===== config.mk =====
export PLATFORM = sky130hd
export DESIGN_NAME = dmem_responder
export DESIGN_NICKNAME = d
export VERILOG_FILES = /design/src/rtl/dmem_responder.sv
export SDC_FILE = /design/constraint.sdc
export NUM_CORES = 2
export LEC_CHECK = 0
export ABC_AREA = 0
export CELL_PAD_IN_SITES_DETAIL_PLACEMENT = 0
export CELL_PAD_IN_SITES_GLOBAL_PLACEMENT = 1
export CORE_MARGIN = 2
export CORE_UTILIZATION = 46
export CTS_CLUSTER_SIZE = 24
export DETAILED_ROUTE_END_ITERATION = 10
export DONT_BUFFER_PORTS = 1
export PLACE_DENSITY = 0.79
export SYNTH_ARGS = -nofsm -noshare
export SYNTH_HDL_FRONTEND = slang
export SYNTH_SLANG_ARGS = --single-unit

===== constraint.sdc =====
create_clock -name Clock -period 2.7 [get_ports Clock]
set_clock_uncertainty 0.15 [all_clocks]
set_input_delay 0.675 -clock Clock [delete_from_list [all_inputs] [get_ports Clock]]
set_output_delay 0.675 -clock Clock [all_outputs]
set_load 0.005 [all_outputs]

===== src/rtl/dmem_responder.sv =====
// dmem_responder: multi-cycle data-memory responder with wait states and pipeline stall.
module dmem_responder #(
  parameter int AW          = 5,
  parameter int WAIT_CYCLES = 2
) (
  input  logic          Clock,
  input  logic          Resetn,
  input  logic          req,
  input  logic          we,
  input  logic [AW-1:0] addr,
  input  logic [31:0]   wdata,
  output logic          ready,
  output logic          rvalid,
  output logic [31:0]   rdata,
  output logic          stall
);
  localparam logic [3:0] CNT_INIT = 4'(WAIT_CYCLES == 0 ? 0 : WAIT_CYCLES - 1);
  typedef enum logic [1:0] {S_IDLE, S_WAIT, S_RESP} state_t;
  state_t          state_q, state_d;
  logic [3:0]      cnt_q, cnt_d;
  logic            we_q, we_d;
  logic [AW-1:0]   addr_q, addr_d;
  logic [31:0]     wdata_q, wdata_d, rdata_q, rdata_d;
  logic [31:0]     mem_q [2**AW];
  logic [31:0]     mem_d [2**AW];
  logic            accept, commit, c_we;
  logic [AW-1:0]   c_addr;
  logic [31:0]     c_wdata;
  always_comb begin
    accept  = state_q == S_IDLE && req;
    commit  = (state_q == S_WAIT && cnt_q == 4'd0) || (accept && WAIT_CYCLES == 0);
    // with zero wait states the commit happens on the accept edge, before capture
    c_we    = accept ? we : we_q;
    c_addr  = accept ? addr : addr_q;
    c_wdata = accept ? wdata : wdata_q;
    we_d    = accept ? we : we_q;
    addr_d  = accept ? addr : addr_q;
    wdata_d = accept ? wdata : wdata_q;
    state_d = accept ? (WAIT_CYCLES == 0 ? S_RESP : S_WAIT)
            : state_q == S_WAIT ? (cnt_q == 4'd0 ? S_RESP : S_WAIT) : S_IDLE;
    cnt_d   = accept ? CNT_INIT : (state_q == S_WAIT && cnt_q != 4'd0) ? cnt_q - 4'd1 : cnt_q;
    mem_d   = mem_q;
    if (commit && c_we) mem_d[c_addr] = c_wdata;
    rdata_d = commit ? (c_we ? c_wdata : mem_q[c_addr]) : rdata_q;
  end
  always_ff @(posedge Clock or negedge Resetn) begin
    if (!Resetn) begin
      state_q <= S_IDLE;
      cnt_q   <= '0;
      we_q    <= 1'b0;
      addr_q  <= '0;
      wdata_q <= '0;
      rdata_q <= '0;
      mem_q   <= '{default: '0};
    end else begin
      state_q <= state_d;
      cnt_q   <= cnt_d;
      we_q    <= we_d;
      addr_q  <= addr_d;
      wdata_q <= wdata_d;
      rdata_q <= rdata_d;
      mem_q   <= mem_d;
    end
  end
  assign ready  = state_q == S_IDLE;
  assign rvalid = state_q == S_RESP;
  assign rdata  = rdata_q;
  assign stall  = accept || state_q == S_WAIT;
endmodule


==> results.md <==
- Status: finished, violations left
- Failing checks: setup timing
- Pre-Repair DR Iteration Count: 6
- Initial antenna violation count: 5
- Clock Sink Count: 1100
- Req. time, crit path: 3.14 ns
- Dpl cells: 6463
- DR vias/cell: 6.116
- GPL Wtd Cong: 0.8572
- Avg Inst Size Synth: 9.639 µm²
- Netlist Area Pre-Place: 49140 µm²
- Worst Setup Start Kind: flop
- Synth cell types: 50
- I/O pin cnt: 76
- Critical Path AT: 3.45 ns
- Hold Path Depth: 2
- Peak VDD IR: 0.6296 mV
- Setup crit end kind: flop
- Core area: 105600 µm²
- Crit path cell chain: nor4bb_4, buf_4, a21oi_4, buf_12, buf_4, buf_12, buf_16, nor4_4, buf_4, and2_4, buf_12, buf_6, a21oi_1
- Root Driver: clkbuf_16
- Syn Nets: 5140
- HP Class: in2reg
- Clock latency on the worst-skew pair: 0.73 ns
- Total CTS buffers: 115
- Setup-failing EPs final: 1005
- Hold endpoint: wdata_q[24]
- Seq cells post-synth: 1100
- Worst Slack Setup Final: -0.3134 ns
- Leak: 28.24 nW
- Worst reg2reg path depth: 13
- DR vias: 41810
- Gr ovfl total: 0
- Sequential element share of the synthesized area: 0.5602
- Clock Pin Slew Worst Setup and Hold Paths: 0.06 ns
- P&R area growth vs syn: 28.85%
- Reg-to-reg endpoint: mem_q[61]
- RSZ-0062 raised after global routing: yes
- PD cells: 1109 nW/µm²
- CP Max Fanout: 8
- Max-Cap Viols: 0
- Finished Layout Cells: 6836
- Most frequent cells in the layout: dfrtp_1, a21oi_1, nor2_1
- Most common cell after layout, fill and taps aside: dfrtp_1
- Slew HR: 0.4815
- First-pass GRT wire length: 253.3 mm
- Die Height: 330.8 µm
- HPWL Detailed: 104.9 mm
- Largest delay share family, worst path: buffers and inverters
- Gr usage total: 0.3116
- Filler Cell Count: 8479
- Setup crit start: state_q[1]
- FF-to-FF setup slack: -0.31 ns
- WL final: 189.6 mm
- Post-synth EDFFs: 0
- Finished layout cell area: 63320 µm²
- Period utilization: 1.116
- CP Buf/Inv Count: 8
- Worst R2R Start: state_q[1]
- Top_reg_cell synth: dfrtp_1
- Area after DPL: 54790 µm²
- Min Tclk post-route: 3.013 ns
- Ys async rst share: 1.000
- Largest net degree at the start of global routing: 102
- Worst slew pin tran: 0.7777 ns
- Syn. warnings: 0
- Final Hold Fails: 0
- Maximum clock rate: 0.3319 GHz
- CTS H-Tree Depth: 3
- Routed Antenna Nets: 0
- CP max stage delay: 0.46 ns
- CP Class: reg2reg
- Initial drt markers: 4490
- Fraction of layout instances using a drive strength above 1: 0.2270
- Final slew viol count: 0
- Rows: 119
- CTS tree: built
- Residual DRC: 0
- Clock Path Buffers: 3
- WL/cell: 27.74 µm
- Initial Util: 0.4655
- Mapped Cells: 5098
- Hold path start: wdata[24]
- Die extent in x: 330.8 µm
- Slowest CP cell: dfrtp_2
- Full die area: 109500 µm²
- Fin nets: 5390
- Vias in the first global route: 38600
- Number of port buffers: 0
-- cells by family after synthesis --
kind of cell	after synthesis	share of synthesized area
DFF	1100	0.5602
xor gates and xnor gates	3	0.0005348
AOI/OAI and AO/OA	1482	0.1647
and+or+nand+nor	1558	0.1301
buffers and inverters	539	0.05138
muxes	415	0.09283
adders and majority gates	1	0.0002546
-- worst max path at each step --
stage	endpoint	cells past startpoint
floorplan	rdata[26]	10
global placement	mem_q[918]	9
detailed placement	mem_q[910]	9
global route	mem_q[292]	14
finish	mem_q[61]	13
CTS	rdata[9]	12
-- cells in the mapped netlist (2+ instances only) --
master     number  area share
o221a_2         7      0.0016
nor4_4          2     0.00087
mux4_2         30       0.014
o2111ai_1      12      0.0021
nor2_1        916       0.070
dfrtp_1      1100        0.56
nor4b_1         7      0.0012
nand2b_1       69      0.0088
o221ai_1       11      0.0020
nor2b_1         3     0.00038
a211oi_1       33      0.0050
nor3b_1         8      0.0012
buf_4          53      0.0081
xor2_1          2     0.00036
nand3_1        54      0.0055
a2111oi_0      26      0.0046
o22ai_1        77      0.0098
buf_6           4     0.00092
a31oi_1        22      0.0028
buf_1          18      0.0014
clkbuf_1      192       0.015
mux2i_1       377       0.077
a311oi_1       21      0.0037
o211ai_1       24      0.0037
a21oi_1      1085        0.11
o21ai_0       138       0.014
mux2i_4         2     0.00092
a32oi_1        21      0.0037
and2_1         42      0.0053
nor4_1         16      0.0020
inv_2           2     0.00015
inv_1          53      0.0040
buf_2         216       0.022
nor3_1          3     0.00031
mux2_2          6      0.0014
nand3b_1        6     0.00092
nand2_1       427       0.033
-- final cells by class --
type	instances	area, µm²	share of cell area
sequential	1100	27530	0.4348
multi-input combinational	3459	21210	0.3350
timing repair buffer	615	8698	0.1374
clock buffer	171	3431	0.05418
tap	1391	1740	0.02749
clock inverter	42	456.7	0.007212
inverter	56	239.0	0.003774
timing repair inverter	1	8.758	0.0001383
antenna	1	2.502	0.00003952
-- stage by stage --
stage	total power, mW	util	hold WS (ns)	setup TNS, ns	worst slack [ns]
2_1_floorplan	39.07	-	0.2294	-85.04	-0.1946
3_3_place_gp	49.70	0.5190	0.3103	-445.43	-0.9373
3_5_place_dp	50.32	0.5190	0.3198	-526.40	-1.124
4_1_cts	68.18	0.5761	0.0007118	-63.52	-0.2181
5_1_grt	73.33	0.5998	0.01839	-201.12	-0.3466
6_report	70.24	0.5998	0.01149	-142.99	-0.3134
-- what timing repair did --
| action | in CTS | in global routing |
|---|---|---|
| gates resized for setup | 234 | 275 |
| pin swaps | 44 | 68 |
| endpoints found under the setup margin | 1042 | 951 |
| endpoints found under the hold margin | 35 | 0 |
| cloned | 23 | 54 |
| setup buffers | 52 | 28 |
| hold buffers | 12 | 0 |
-- flip-flops by register name, indices dropped and copies added, names as in the netlist --
name / flops
mem_q: 1024
state_q: 2
rdata: 32
we_q: 1
wdata_q: 32
cnt_q: 4
addr_q: 5
-- power by group --
| part | leakage, nW | switching [mW] | internal, mW |
|---|---|---|---|
| Combinational | 11.4 | 16.4 | 12.2 |
| Clock | 1.93 | 6.85 | 9.52 |
| Sequential | 14.9 | 3.52 | 21.8 |
-- metal layers --
layer,GRT usage,vias to the layer above,routed length [µm]
met2,0.4887,2237,84550
met1,0.4315,20940,73750
met4,0.1182,8,10700
met3,0.05791,580,20590
met5,0,-,55
li1,-,18040,-
No activity file was read; power rests on OpenSTA's default activity.
